`src/rtl/uart_cfg_fifo.sv`:
```
// uart_cfg_fifo: UART core with a runtime-programmable baud tick, TX/RX
// serialisers (optional even/odd parity, 1 or 2 TX stop bits), a show-ahead
// FIFO in each direction and sticky parity/framing/overrun error flags.
//
// Ports:
//   i_clock, i_reset        rising-edge clock, asynchronous active-low reset
//   i_divisor               clocks per baud tick (0 and 1 both mean every clock)
//   i_parity_mode           00/11 none, 01 even, 10 odd
//   i_two_stop              two stop bits on TX
//   i_tx_wr, i_tx_data      push a byte into the TX FIFO
//   o_tx_full, o_tx_busy    TX FIFO full / TX FIFO non-empty or frame in flight
//   o_tx                    serial output (idles high)
//   i_rx                    serial input, asynchronous to i_clock
//   i_rx_rd                 pop the RX FIFO head
//   o_rx_data, o_rx_empty   RX FIFO head (show-ahead, 0 when empty) / empty
//   i_clr_err               clear all sticky error flags
//   o_parity_err, o_frame_err, o_overrun   sticky error flags
module uart_cfg_fifo #(
  parameter int unsigned N_BITS  = 8,
  parameter int unsigned N_TICKS = 16,
  parameter int unsigned NB_DIV  = 16,
  parameter int unsigned NB_ADDR = 2
) (
  input  logic              i_clock,
  input  logic              i_reset,
  input  logic [NB_DIV-1:0] i_divisor,
  input  logic [1:0]        i_parity_mode,
  input  logic              i_two_stop,
  input  logic              i_tx_wr,
  input  logic [N_BITS-1:0] i_tx_data,
  output logic              o_tx_full,
  output logic              o_tx_busy,
  output logic              o_tx,
  input  logic              i_rx,
  input  logic              i_rx_rd,
  output logic [N_BITS-1:0] o_rx_data,
  output logic              o_rx_empty,
  input  logic              i_clr_err,
  output logic              o_parity_err,
  output logic              o_frame_err,
  output logic              o_overrun
);

  localparam int unsigned DEPTH   = 1 << NB_ADDR;
  localparam int unsigned NB_TICK = $clog2(2 * N_TICKS);
  localparam int unsigned NB_BIT  = $clog2(N_BITS + 1);

  localparam logic [NB_TICK-1:0] TICK_LAST  = NB_TICK'(N_TICKS - 1);
  localparam logic [NB_TICK-1:0] TICK_LAST2 = NB_TICK'(2 * N_TICKS - 1);
  localparam logic [NB_TICK-1:0] TICK_HALF  = NB_TICK'(N_TICKS / 2 - 1);
  localparam logic [NB_BIT-1:0]  BIT_LAST   = NB_BIT'(N_BITS - 1);

  typedef enum logic [2:0] {
    TX_IDLE, TX_START, TX_DATA, TX_PARITY, TX_STOP
  } tx_state_t;

  typedef enum logic [2:0] {
    RX_IDLE, RX_START, RX_DATA, RX_PARITY, RX_STOP
  } rx_state_t;

  // ---------------------------------------------------------------------------
  // Baud tick generator
  // ---------------------------------------------------------------------------
  logic [NB_DIV-1:0] baud_cnt;
  logic [NB_DIV-1:0] baud_last;
  logic              baud_tick;

  assign baud_last = (i_divisor > NB_DIV'(1)) ? i_divisor - NB_DIV'(1) : '0;
  // >= so that lowering the divisor while the counter is above the new max
  // still wraps instead of running the counter all the way round.
  assign baud_tick = (baud_cnt >= baud_last);

  always_ff @(posedge i_clock or negedge i_reset) begin
    if (!i_reset)       baud_cnt <= '0;
    else if (baud_tick) baud_cnt <= '0;
    else                baud_cnt <= baud_cnt + 1'b1;
  end

  // ---------------------------------------------------------------------------
  // TX FIFO
  // ---------------------------------------------------------------------------
  logic [N_BITS-1:0]  tx_mem [DEPTH];
  logic [NB_ADDR:0]   tx_wr_ptr, tx_rd_ptr;
  logic               tx_empty, tx_full, tx_push, tx_pop;
  logic [N_BITS-1:0]  tx_head;

  assign tx_empty = (tx_wr_ptr == tx_rd_ptr);
  assign tx_full  = (tx_wr_ptr[NB_ADDR] != tx_rd_ptr[NB_ADDR]) &&
                    (tx_wr_ptr[NB_ADDR-1:0] == tx_rd_ptr[NB_ADDR-1:0]);
  assign tx_push  = i_tx_wr && (!tx_full || tx_pop);
  assign tx_head  = tx_mem[tx_rd_ptr[NB_ADDR-1:0]];

  always_ff @(posedge i_clock) begin
    if (tx_push) tx_mem[tx_wr_ptr[NB_ADDR-1:0]] <= i_tx_data;
  end

  always_ff @(posedge i_clock or negedge i_reset) begin
    if (!i_reset) begin
      tx_wr_ptr <= '0;
      tx_rd_ptr <= '0;
    end else begin
      if (tx_push) tx_wr_ptr <= tx_wr_ptr + 1'b1;
      if (tx_pop)  tx_rd_ptr <= tx_rd_ptr + 1'b1;
    end
  end

  // ---------------------------------------------------------------------------
  // TX FSM
  // ---------------------------------------------------------------------------
  tx_state_t          tx_state, tx_state_nxt;
  logic [NB_TICK-1:0] tx_tick_cnt, tx_tick_nxt, tx_stop_last;
  logic [NB_BIT-1:0]  tx_bit_cnt, tx_bit_nxt;
  logic [N_BITS-1:0]  tx_shift, tx_shift_nxt;
  logic               tx_par_bit, tx_par_bit_nxt;
  logic               tx_par_en, tx_par_en_nxt;
  logic               tx_two_stop, tx_two_stop_nxt;
  logic               tx_line;

  assign tx_stop_last = tx_two_stop ? TICK_LAST2 : TICK_LAST;

  always_ff @(posedge i_clock or negedge i_reset) begin
    if (!i_reset) begin
      tx_state    <= TX_IDLE;
      tx_tick_cnt <= '0;
      tx_bit_cnt  <= '0;
      tx_shift    <= '0;
      tx_par_bit  <= 1'b0;
      tx_par_en   <= 1'b0;
      tx_two_stop <= 1'b0;
    end else begin
      tx_state    <= tx_state_nxt;
      tx_tick_cnt <= tx_tick_nxt;
      tx_bit_cnt  <= tx_bit_nxt;
      tx_shift    <= tx_shift_nxt;
      tx_par_bit  <= tx_par_bit_nxt;
      tx_par_en   <= tx_par_en_nxt;
      tx_two_stop <= tx_two_stop_nxt;
    end
  end

  always_comb begin
    tx_state_nxt    = tx_state;
    tx_tick_nxt     = tx_tick_cnt;
    tx_bit_nxt      = tx_bit_cnt;
    tx_shift_nxt    = tx_shift;
    tx_par_bit_nxt  = tx_par_bit;
    tx_par_en_nxt   = tx_par_en;
    tx_two_stop_nxt = tx_two_stop;
    tx_pop          = 1'b0;
    unique case (tx_state)
      TX_IDLE: begin
        if (!tx_empty) begin
          tx_pop          = 1'b1;
          tx_shift_nxt    = tx_head;
          // Parity bit and stop length are frozen for the whole frame here.
          tx_par_en_nxt   = ^i_parity_mode;
          tx_par_bit_nxt  = (^tx_head) ^ i_parity_mode[1];
          tx_two_stop_nxt = i_two_stop;
          tx_tick_nxt     = '0;
          tx_state_nxt    = TX_START;
        end
      end
      TX_START: begin
        if (baud_tick) begin
          if (tx_tick_cnt == TICK_LAST) begin
            tx_tick_nxt  = '0;
            tx_bit_nxt   = '0;
            tx_state_nxt = TX_DATA;
          end else begin
            tx_tick_nxt = tx_tick_cnt + 1'b1;
          end
        end
      end
      TX_DATA: begin
        if (baud_tick) begin
          if (tx_tick_cnt == TICK_LAST) begin
            tx_tick_nxt  = '0;
            tx_shift_nxt = tx_shift >> 1;
            if (tx_bit_cnt == BIT_LAST) tx_state_nxt = tx_par_en ? TX_PARITY : TX_STOP;
            else                        tx_bit_nxt   = tx_bit_cnt + 1'b1;
          end else begin
            tx_tick_nxt = tx_tick_cnt + 1'b1;
          end
        end
      end
      TX_PARITY: begin
        if (baud_tick) begin
          if (tx_tick_cnt == TICK_LAST) begin
            tx_tick_nxt  = '0;
            tx_state_nxt = TX_STOP;
          end else begin
            tx_tick_nxt = tx_tick_cnt + 1'b1;
          end
        end
      end
      TX_STOP: begin
        if (baud_tick) begin
          if (tx_tick_cnt == tx_stop_last) begin
            tx_tick_nxt  = '0;
            tx_state_nxt = TX_IDLE;
          end else begin
            tx_tick_nxt = tx_tick_cnt + 1'b1;
          end
        end
      end
      default: tx_state_nxt = TX_IDLE;
    endcase
  end

  always_comb begin
    tx_line = 1'b1;
    unique case (tx_state)
      TX_START:  tx_line = 1'b0;
      TX_DATA:   tx_line = tx_shift[0];
      TX_PARITY: tx_line = tx_par_bit;
      default:   tx_line = 1'b1;
    endcase
  end

  assign o_tx      = tx_line;
  assign o_tx_full = tx_full;
  assign o_tx_busy = !tx_empty || (tx_state != TX_IDLE);

  // ---------------------------------------------------------------------------
  // RX synchroniser and FSM
  // ---------------------------------------------------------------------------
  logic rx_meta, rx_sync;

  always_ff @(posedge i_clock or negedge i_reset) begin
    if (!i_reset) begin
      rx_meta <= 1'b1;
      rx_sync <= 1'b1;
    end else begin
      rx_meta <= i_rx;
      rx_sync <= rx_meta;
    end
  end

  rx_state_t          rx_state, rx_state_nxt;
  logic [NB_TICK-1:0] rx_tick_cnt, rx_tick_nxt;
  logic [NB_BIT-1:0]  rx_bit_cnt, rx_bit_nxt;
  logic [N_BITS-1:0]  rx_shift, rx_shift_nxt;
  logic               rx_par_bad, rx_par_bad_nxt;
  logic               rx_push_req, rx_set_frame, rx_set_par;

  always_ff @(posedge i_clock or negedge i_reset) begin
    if (!i_reset) begin
      rx_state    <= RX_IDLE;
      rx_tick_cnt <= '0;
      rx_bit_cnt  <= '0;
      rx_shift    <= '0;
      rx_par_bad  <= 1'b0;
    end else begin
      rx_state    <= rx_state_nxt;
      rx_tick_cnt <= rx_tick_nxt;
      rx_bit_cnt  <= rx_bit_nxt;
      rx_shift    <= rx_shift_nxt;
      rx_par_bad  <= rx_par_bad_nxt;
    end
  end

  always_comb begin
    rx_state_nxt   = rx_state;
    rx_tick_nxt    = rx_tick_cnt;
    rx_bit_nxt     = rx_bit_cnt;
    rx_shift_nxt   = rx_shift;
    rx_par_bad_nxt = rx_par_bad;
    rx_push_req    = 1'b0;
    rx_set_frame   = 1'b0;
    rx_set_par     = 1'b0;
    unique case (rx_state)
      RX_IDLE: begin
        if (!rx_sync) begin
          rx_tick_nxt    = '0;
          rx_par_bad_nxt = 1'b0;
          rx_state_nxt   = RX_START;
        end
      end
      RX_START: begin
        if (baud_tick) begin
          if (rx_tick_cnt == TICK_HALF) begin
            rx_tick_nxt  = '0;
            rx_bit_nxt   = '0;
            rx_state_nxt = rx_sync ? RX_IDLE : RX_DATA;
          end else begin
            rx_tick_nxt = rx_tick_cnt + 1'b1;
          end
        end
      end
      RX_DATA: begin
        if (baud_tick) begin
          if (rx_tick_cnt == TICK_LAST) begin
            rx_tick_nxt  = '0;
            rx_shift_nxt = N_BITS'({rx_sync, rx_shift} >> 1);
            if (rx_bit_cnt == BIT_LAST) rx_state_nxt = (^i_parity_mode) ? RX_PARITY : RX_STOP;
            else                        rx_bit_nxt   = rx_bit_cnt + 1'b1;
          end else begin
            rx_tick_nxt = rx_tick_cnt + 1'b1;
          end
        end
      end
      RX_PARITY: begin
        if (baud_tick) begin
          if (rx_tick_cnt == TICK_LAST) begin
            rx_tick_nxt    = '0;
            rx_par_bad_nxt = rx_sync != ((^rx_shift) ^ i_parity_mode[1]);
            rx_state_nxt   = RX_STOP;
          end else begin
            rx_tick_nxt = rx_tick_cnt + 1'b1;
          end
        end
      end
      RX_STOP: begin
        if (baud_tick) begin
          if (rx_tick_cnt == TICK_LAST) begin
            rx_tick_nxt  = '0;
            rx_state_nxt = RX_IDLE;
            if (!rx_sync) begin
              rx_set_frame = 1'b1;
            end else begin
              rx_push_req = 1'b1;
              rx_set_par  = rx_par_bad;
            end
          end else begin
            rx_tick_nxt = rx_tick_cnt + 1'b1;
          end
        end
      end
      default: rx_state_nxt = RX_IDLE;
    endcase
  end

  // ---------------------------------------------------------------------------
  // RX FIFO
  // ---------------------------------------------------------------------------
  logic [N_BITS-1:0] rx_mem [DEPTH];
  logic [NB_ADDR:0]  rx_wr_ptr, rx_rd_ptr;
  logic              rx_empty, rx_full, rx_push, rx_pop, rx_set_ovr;

  assign rx_empty   = (rx_wr_ptr == rx_rd_ptr);
  assign rx_full    = (rx_wr_ptr[NB_ADDR] != rx_rd_ptr[NB_ADDR]) &&
                      (rx_wr_ptr[NB_ADDR-1:0] == rx_rd_ptr[NB_ADDR-1:0]);
  assign rx_pop     = i_rx_rd && !rx_empty;
  assign rx_push    = rx_push_req && (!rx_full || rx_pop);
  assign rx_set_ovr = rx_push_req && rx_full && !rx_pop;

  always_ff @(posedge i_clock) begin
    if (rx_push) rx_mem[rx_wr_ptr[NB_ADDR-1:0]] <= rx_shift;
  end

  always_ff @(posedge i_clock or negedge i_reset) begin
    if (!i_reset) begin
      rx_wr_ptr <= '0;
      rx_rd_ptr <= '0;
    end else begin
      if (rx_push) rx_wr_ptr <= rx_wr_ptr + 1'b1;
      if (rx_pop)  rx_rd_ptr <= rx_rd_ptr + 1'b1;
    end
  end

  // Masked so the head reads 0 whenever nothing valid is stored (incl. reset).
  assign o_rx_data  = rx_empty ? '0 : rx_mem[rx_rd_ptr[NB_ADDR-1:0]];
  assign o_rx_empty = rx_empty;

  // ---------------------------------------------------------------------------
  // Sticky error flags: a set wins over a same-cycle clear
  // ---------------------------------------------------------------------------
  always_ff @(posedge i_clock or negedge i_reset) begin
    if (!i_reset) begin
      o_parity_err <= 1'b0;
      o_frame_err  <= 1'b0;
      o_overrun    <= 1'b0;
    end else begin
      if (rx_set_par)     o_parity_err <= 1'b1;
      else if (i_clr_err) o_parity_err <= 1'b0;
      if (rx_set_frame)   o_frame_err  <= 1'b1;
      else if (i_clr_err) o_frame_err  <= 1'b0;
      if (rx_set_ovr)     o_overrun    <= 1'b1;
      else if (i_clr_err) o_overrun    <= 1'b0;
    end
  end

endmodule

```
`config.mk`:
```
export PLATFORM = sky130hd
export DESIGN_NAME = uart_cfg_fifo
export DESIGN_NICKNAME = d
export VERILOG_FILES = /design/src/rtl/uart_cfg_fifo.sv
export SDC_FILE = /design/constraint.sdc
export NUM_CORES = 1
export LEC_CHECK = 0
export BUFFER_PORTS_ARGS = -buffer_cell sky130_fd_sc_hd__buf_2
export CORE_ASPECT_RATIO = 0.8
export CORE_MARGIN = 1.5
export CORE_UTILIZATION = 60
export CTS_BUF_LIST = sky130_fd_sc_hd__clkbuf_8
export DETAILED_ROUTE_END_ITERATION = 10
export PLACE_DENSITY = 0.76
export SETUP_SLACK_MARGIN = 0.05
export SLEW_MARGIN = 5
export SYNTH_ARGS = -nofsm -noshare
export SYNTH_HDL_FRONTEND = slang
export SYNTH_SLANG_ARGS = --single-unit
```
`constraint.sdc`:
```
create_clock -name i_clock -period 3.9 [get_ports i_clock]
set_input_delay 0.195 -clock i_clock [delete_from_list [all_inputs] [get_ports i_clock]]
set_output_delay 0.195 -clock i_clock [all_outputs]
set_load 0.01 [all_outputs]
```
# Word-level counts from Yosys, hierarchy flattened
# Memories as Yosys holds them, arrays and structs flattened.
# Cells that the tools add are included.
word_totals:
  ramBits: 64
  elab_cells: 209
  reg_bits: 77
  n_memories: 2
  output_inout_bits: 15
op_classes:
  bitwise: 3
  n_reduce_logical: 42
  n_mux: 83
  eq_ne: 45
  magnitude_cmp: 2
  add_sub_neg: 10
mem_list:
  columns: ["name", "depth", "word_bits", "rd", "rd_ports_with_merged_regs", "wr", "line", "text"]
  rows:
  - ["rx_mem", 4, 8, 1, 0, 1, "336", "logic [N_BITS-1:0] rx_mem [DEPTH];"]
  - ["tx_mem", 4, 8, 1, 0, 1, "82", "logic [N_BITS-1:0] tx_mem [DEPTH];"]
op_table:
  columns: ["operator", "count"]
  rows:
  - ["3-bit 2-to-1 mux", 22]
  - ["5-bit 2-to-1 mux", 11]
  - ["2-bit inequality test, second input constant", 22]
  - ["4-bit 2-to-1 mux", 10]
  - ["16-bit 2-to-1 mux", 2]
  - ["8-bit 2-to-1 mux", 4]
  - ["3-bit case mux with 5 select lines", 2]
  - ["5-bit case mux with 3 select lines", 2]
  - ["1-bit 2-to-1 mux", 24]
  - ["10-bit AND reduction", 2]
  - ["16-bit by 1-bit adder with 16-bit output, second input constant", 1]
  - ["16-bit >= comparator", 1]
  - ["16-bit by 1-bit greater-than comparator with 1-bit output, second input constant", 1]
  - ["4-bit case mux with 2 select lines", 2]
  - ["8-bit case mux with 2 select lines", 1]
  - ["8-bit XOR reduction", 2]
  - ["16-bit by 1-bit subtractor with 16-bit output, second input constant", 1]
  - ["2-bit nonzero test", 7]
  - ["3-bit by 1-bit adder with 3-bit output, second input constant", 4]
  - ["3-bit by 2-bit equality test with 1-bit output, second input constant", 4]
  - ["4-bit AND reduction", 3]
  - ["6-bit AND reduction", 2]
  - ["5-bit by 1-bit adder with 5-bit output, second input constant", 2]
  - ["5-bit by 4-bit equality test with 1-bit output, second input constant", 2]
  - ["24 further kinds", 51]

# Logic depth before layout (Yosys ltp)
logic_depth:
  ltp_word: 8
  ltp_mapped: 17

# Worst setup path before layout
# No wires, ideal clock.
synth_path:
  path_type: "input -> register"
  from: "input port i_divisor[9]"
  to: "memory rx_mem[1][0], enable pin"
  t_arrival_ps: 3394
  setup_slack_ps: 174
  n_path_buf: 3
  required_time_ps: 3568
  cell_stages: 16
  path_cell_list: "or4_4 > nor4_1 > nand2b_1 > nor2_1 > nand3_1 > buf_2 > nand2_1 > ha_1 > and3_1 > o21ai_0 > a31o_1 > a211oi_4 > or2_4 > buf_4 > buf_2 > and3_1"
synth_via:
  elab_chain_cells: 8
  elab_cells_between_ends: 9
  classes_between: "1 x add/sub; 2 x order compare; 5 x mux; 1 x reduce/logical"
synth_rtl:
  columns: ["element", "line", "text"]
  rows:
  - ["start, declared", "26", "input logic [NB_DIV-1:0] i_divisor,"]
  - ["16-bit by 1-bit subtractor with 16-bit output / 16-bit by 1-bit greater-than comparator with 1-bit output (equally long branches)", "68", "assign baud_last = (i_divisor > NB_DIV'(1)) ? i_divisor - NB_DIV'(1) : '0;"]
  - ["16-bit 2-to-1 mux (*)", "68", null]
  - ["16-bit >= comparator (*)", "71", "assign baud_tick = (baud_cnt >= baud_last);"]
  - ["1-bit 2-to-1 mux (*)", "314", "if (baud_tick) begin"]
  - ["1-bit 2-to-1 mux (*)", "271", "unique case (rx_state)"]
  - ["1-bit logical AND (*)", "344", "assign rx_push = rx_push_req && (!rx_full || rx_pop);"]
  - ["1-bit 2-to-1 mux (*)", "348", "if (rx_push) rx_mem[rx_wr_ptr[NB_ADDR-1:0]] <= rx_shift;"]
  - ["1-bit 2-to-1 mux (implied by the code) (*)", "348", null]
  - ["end, declared", "336", null]
# Mark *: on every way between the ends. The rest lies on a longest branch, timed or not.

# Worst setup path after layout
layout_path:
  from: "input port i_divisor[9]"
  to: "register rx_state[0]"
layout_via:
  elab_chain_cells: 5
  elab_cells_between_ends: 9
  classes_between: "1 x add/sub; 2 x order compare; 4 x eq/ne; 1 x mux; 1 x reduce/logical"
layout_rtl:
  columns: ["element", "line", "text"]
  rows:
  - ["16-bit by 1-bit subtractor with 16-bit output / 16-bit by 1-bit greater-than comparator with 1-bit output (equally long branches)", "68", null]
  - ["16-bit 2-to-1 mux (*)", "68", null]
  - ["16-bit >= comparator (*)", "71", null]
  - ["2-bit inequality test (no source line)", null, null]
  - ["10-bit AND reduction (no source line) (*)", null, null]
  - ["end signal, assigned", "254", "rx_state <= rx_state_nxt;"]
  - ["end, declared", "239", "rx_state_t rx_state, rx_state_nxt;"]
# Marks and branches as above.
# A chain may end at the register's enable or synchronous reset.

==> impl_metrics.xml <==
<?xml version="1.0" encoding="UTF-8"?>
<metrics>
  <group name="place">
    <metric name="preCtsSetupSlack" unit="ns">0.00371</metric>
    <metric name="hpwl" unit="mm">9.90</metric>
    <metric name="port_buffers" unit="">47</metric>
    <metric name="gpl.final_weighted_congestion" unit="">0.808</metric>
    <metric name="post_detailed_placement_cell_area" unit="mm^2">0.00770</metric>
    <metric name="placed_cells_incl_taps" unit="">820</metric>
  </group>
  <group name="global_routing">
    <metric name="grt_pass1_vias" unit="">4907</metric>
    <metric name="all_layer_gr_usage" unit="">0.240</metric>
    <metric name="residual_overflow_from_global_routing" unit="">0</metric>
    <metric name="grt_pass1_wl" unit="mm">23.7</metric>
    <metric name="number_of_antenna_violations_at_the_first_check_in_global_routing" unit="">0</metric>
    <metric name="grt_max_degree" unit="">78</metric>
  </group>
  <group name="sta">
    <metric name="worst_slew_pin_slew" unit="ns">0.974</metric>
    <metric name="setup_violations" unit="">0</metric>
    <metric name="fin_crit_sh" unit="">0.894</metric>
    <metric name="grt_setup_unrepaired" unit="">false</metric>
    <metric name="final_worst_slack" unit="ns">0.414</metric>
    <metric name="post_route_skew" unit="ns">0.0153</metric>
    <metric name="hold_slack" unit="ns">0.0589</metric>
    <metric name="slew_headroom" unit="">0.351</metric>
    <metric name="maxSlewViolCount" unit="">0</metric>
    <metric name="max_freq" unit="MHz">287</metric>
    <metric name="setup_total_negative_slack" unit="ns">0</metric>
    <metric name="period_minus_ws_final" unit="ns">3.49</metric>
    <metric name="hold_viol_final" unit="">0</metric>
  </group>
  <group name="routing">
    <metric name="number_of_drc_violations_after_detailed_routing" unit="">0</metric>
    <metric name="initialDrtViolationCount" unit="">421</metric>
    <metric name="post_drt_via_cell_ratio" unit="">5.80</metric>
    <metric name="detail_route.wl_per_cell" unit="um">16.4</metric>
    <metric name="route.antenna.remaining_nets" unit="">0</metric>
    <metric name="dr_pass1_iterations" unit="">5</metric>
    <metric name="finalWirelength" unit="mm">14.2</metric>
    <metric name="vias" unit="">5014</metric>
  </group>
  <group name="logic_synthesis">
    <metric name="synthDominantAreaCellType" unit="">sky130_fd_sc_hd__edfxtp_1</metric>
    <metric name="synth_seq_area_share" unit="">0.529</metric>
    <metric name="postSynth.asyncResetShare" unit="">0.546</metric>
    <metric name="yosys_most_used_dff" unit="">sky130_fd_sc_hd__dfrtp_1</metric>
    <metric name="netlist_instances" unit="">633</metric>
    <metric name="mappedNetlistNets" unit="">703</metric>
    <metric name="synth_compound_gate_area_share" unit="">0.0929</metric>
    <metric name="largest_family_of_logic_cells_by_synthesized_area" unit="">simple AND/OR/NAND/NOR gates</metric>
    <metric name="synth.cell_area" unit="mm^2">0.00729</metric>
    <metric name="synthDistinctLibCells" unit="">60</metric>
    <metric name="ys_top_cells_by_area" unit="">sky130_fd_sc_hd__edfxtp_1 26%, sky130_fd_sc_hd__dfrtp_1 26%, sky130_fd_sc_hd__ha_1 6.4%, sky130_fd_sc_hd__xnor2_1 4.6%, sky130_fd_sc_hd__nand2_1 3.5%</metric>
    <metric name="muxShareOfSynthArea" unit="">0.0694</metric>
    <metric name="synth_warnings" unit="">0</metric>
    <metric name="synth_top_cell_area_share" unit="">0.264</metric>
    <metric name="post_synth_xor_area_fraction" unit="">0.0757</metric>
    <metric name="synth_adder_area_share" unit="">0.0635</metric>
    <metric name="synth-simple-area-share" unit="">0.143</metric>
    <metric name="synth_edf_count" unit="">64</metric>
    <metric name="synthesis.area_per_instance" unit="um^2">11.5</metric>
    <metric name="postSynthRegisterBits" unit="">141</metric>
  </group>
  <group name="finish">
    <metric name="final_nets" unit="">773</metric>
    <metric name="syn_to_final_growth" unit="%">12.7</metric>
    <metric name="final_cells" unit="">865</metric>
    <metric name="mostFrequentLayoutCell" unit="">sky130_fd_sc_hd__dfrtp_1</metric>
    <metric name="final_cell_area" unit="mm^2">0.00821</metric>
    <metric name="most-common-layout-cells" unit="">75 x sky130_fd_sc_hd__dfrtp_1, 67 x sky130_fd_sc_hd__nand2_1, 64 x sky130_fd_sc_hd__edfxtp_1, 46 x sky130_fd_sc_hd__nor2_1, 46 x sky130_fd_sc_hd__buf_2</metric>
    <metric name="final_layout_size_suffix_gt1_frac" unit="">0.168</metric>
    <metric name="final_core_utilization" unit="">0.702</metric>
    <metric name="num-fill-cells" unit="">859</metric>
  </group>
  <group name="job">
    <metric name="maxCapViolCount" unit="">0</metric>
  </group>
  <group name="worst_setup_path">
    <metric name="setup.worst_path.end_class" unit="">flop</metric>
    <metric name="critical_path_class" unit="">in2reg</metric>
    <metric name="rr_worst_depth" unit="">7</metric>
    <metric name="startpoint_type" unit="">input pin</metric>
    <metric name="cp_max_fo" unit="">23</metric>
    <metric name="worstPathRequired" unit="ns">4.26</metric>
    <metric name="regToRegSetupSlack" unit="ns">1.21</metric>
    <metric name="critical_path.reg2reg.endpoint" unit="">rx_mem[0][5]</metric>
    <metric name="timing.rr.start" unit="">rx_tick_cnt[0]</metric>
    <metric name="critPathArrivalTime" unit="ns">3.84</metric>
  </group>
  <group name="clock_tree">
    <metric name="clockBufferDepth" unit="">2</metric>
    <metric name="clk_pin_slew_worst_paths" unit="ns">0.08</metric>
    <metric name="worst_skew_pair.late_latency" unit="ns">0.45</metric>
    <metric name="cts_root_buf" unit="">sky130_fd_sc_hd__clkbuf_8</metric>
    <metric name="htreeDepth" unit="">4</metric>
    <metric name="cts_tree" unit="">built</metric>
    <metric name="numCtsBuffers" unit="">17</metric>
    <metric name="cts_post_setup_buffers_inserted" unit="">0</metric>
    <metric name="clock_sinks" unit="">141</metric>
  </group>
  <group name="worst_hold_path">
    <metric name="hp-class" unit="">in2reg</metric>
    <metric name="min_from" unit="">i_rx_rd</metric>
    <metric name="holdPathStages" unit="">3</metric>
    <metric name="hold_path_end" unit="">rx_rd_ptr[2]</metric>
  </group>
  <group name="floorplan">
    <metric name="design.portCount" unit="">48</metric>
    <metric name="initial_utilization" unit="">0.623</metric>
    <metric name="chipWidth" unit="um">126</metric>
    <metric name="coreArea" unit="mm^2">0.0117</metric>
    <metric name="dieArea" unit="mm^2">0.0128</metric>
    <metric name="placementRows" unit="">35</metric>
    <metric name="fp.dieH" unit="um">102</metric>
  </group>
  <group name="power_and_ir_drop">
    <metric name="maximum_vdd_drop" unit="V">0.000355</metric>
    <metric name="total_leakage_power" unit="nW">3.47</metric>
    <metric name="totalPowerFinal" unit="mW">4.21</metric>
    <metric name="power_density_normalized_to_cell_area" unit="mW/mm^2">513</metric>
  </group>
  <group name="run_status">
    <metric name="outcome" unit="">finished, final reports clean</metric>
  </group>
</metrics>
==> critical path: stages <==
cell and delay, ns:
sky130_fd_sc_hd__buf_2 0.11, sky130_fd_sc_hd__or4_4 0.55, sky130_fd_sc_hd__nor4_1 0.31, sky130_fd_sc_hd__nand2b_1 0.15, sky130_fd_sc_hd__nor2_1 0.14, sky130_fd_sc_hd__nand3_1 0.19, sky130_fd_sc_hd__buf_4 0.23, sky130_fd_sc_hd__nand2_1 0.07
sky130_fd_sc_hd__ha_1 0.24, sky130_fd_sc_hd__a21o_1 0.18, sky130_fd_sc_hd__a21o_1 0.17, sky130_fd_sc_hd__a21oi_1 0.23, sky130_fd_sc_hd__o21ai_2 0.13, sky130_fd_sc_hd__or2_4 0.31, sky130_fd_sc_hd__buf_4 0.23, sky130_fd_sc_hd__a31o_2 0.23
sky130_fd_sc_hd__o22ai_1 0.17
==> power by group <==
part	total, mW	switching [mW]	leakage, nW	internal (mW)
Clock	1.14	0.571	0.191	0.564
Sequential	2.02	0.239	1.51	1.78
Combinational	1.05	0.549	1.77	0.503
Total	4.21	1.36	3.47	2.85
==> registers in the layout, summed over array words and instances (netlist names), 3 cells and up <==
signal,count
baud_cnt,16
rx_bit_cnt,4
rx_mem,32
rx_rd_ptr,3
rx_shift,8
rx_state,3
rx_tick_cnt,5
rx_wr_ptr,3
tx_bit_cnt,4
tx_mem,32
tx_rd_ptr,3
tx_shift,8
tx_state,3
tx_tick_cnt,5
tx_wr_ptr,3
==> routing by layer <==
layer / track usage / vias up / part of all wire
li1: - / 2434 / -
met1: 0.333 / 2446 / 0.47
met2: 0.382 / 112 / 0.47
met3: 0.0497 / 22 / 0.037
met4: 0.0920 / 0 / 0.017
met5: 0 / - / 0
==> how the worst max path moves through the flow <==
stage                             from            end  slack (ns)  cells after the start
after global placement    i_divisor[9]   rx_mem[2][6]        0.16                     14
final                     i_divisor[9]    rx_state[0]        0.41                     17
after CTS                 i_divisor[9]    rx_state[0]        0.45                     17
after detailed placement  i_divisor[9]    rx_state[1]       0.004                     17
after global routing      i_divisor[9]  tx_bit_cnt[3]        0.16                     17
after floorplan           i_divisor[9]   rx_mem[1][0]        0.17                     16
==> cell type report <==
| class | count | area, um^2 | share of cell area |
|---|---|---|---|
| timing repair buffer | 71 | 448 | 0.0546 |
| multi-input combinational | 446 | 3240 | 0.395 |
| clock buffer | 17 | 234 | 0.0285 |
| clock inverter | 15 | 149 | 0.0181 |
| tap | 148 | 185 | 0.0226 |
| antenna | 1 | 2.50 | 0.000305 |
| sequential | 141 | 3850 | 0.469 |
| inverter | 26 | 97.6 | 0.0119 |
==> kinds of logic after synthesis <==
| family | after synthesis |
|---|---|
| and+or+nand+nor | 215 |
| DFF | 141 |
| AOI/OAI and AO/OA | 104 |
| xor gates and xnor gates | 63 |
| buffers and inverters | 46 |
| adders and majority gates | 37 |
| muxes | 27 |
==> synth_stat cells, types with 10 or more instances <==
| cell | n |
|---|---|
| sky130_fd_sc_hd__mux4_2 | 10 |
| sky130_fd_sc_hd__o21ai_0 | 28 |
| sky130_fd_sc_hd__xor2_1 | 25 |
| sky130_fd_sc_hd__clkbuf_1 | 11 |
| sky130_fd_sc_hd__and3_1 | 13 |
| sky130_fd_sc_hd__o22ai_1 | 13 |
| sky130_fd_sc_hd__dfrtp_1 | 75 |
| sky130_fd_sc_hd__nand2_1 | 67 |
| sky130_fd_sc_hd__a21o_1 | 10 |
| sky130_fd_sc_hd__mux2_2 | 10 |
| sky130_fd_sc_hd__xnor2_1 | 38 |
| sky130_fd_sc_hd__nor2_1 | 46 |
| sky130_fd_sc_hd__inv_1 | 26 |
| sky130_fd_sc_hd__nand3_1 | 22 |
| sky130_fd_sc_hd__a21oi_1 | 21 |
| sky130_fd_sc_hd__nor2b_1 | 13 |
| sky130_fd_sc_hd__nor3_1 | 10 |
| sky130_fd_sc_hd__edfxtp_1 | 64 |
| sky130_fd_sc_hd__ha_1 | 37 |
==> timing repair <==
item	CTS	global route
hold buffers	12	0
endpoints found under the hold margin	112	0
gates resized for setup	0	0
Power figures use the tool's default switching activity.
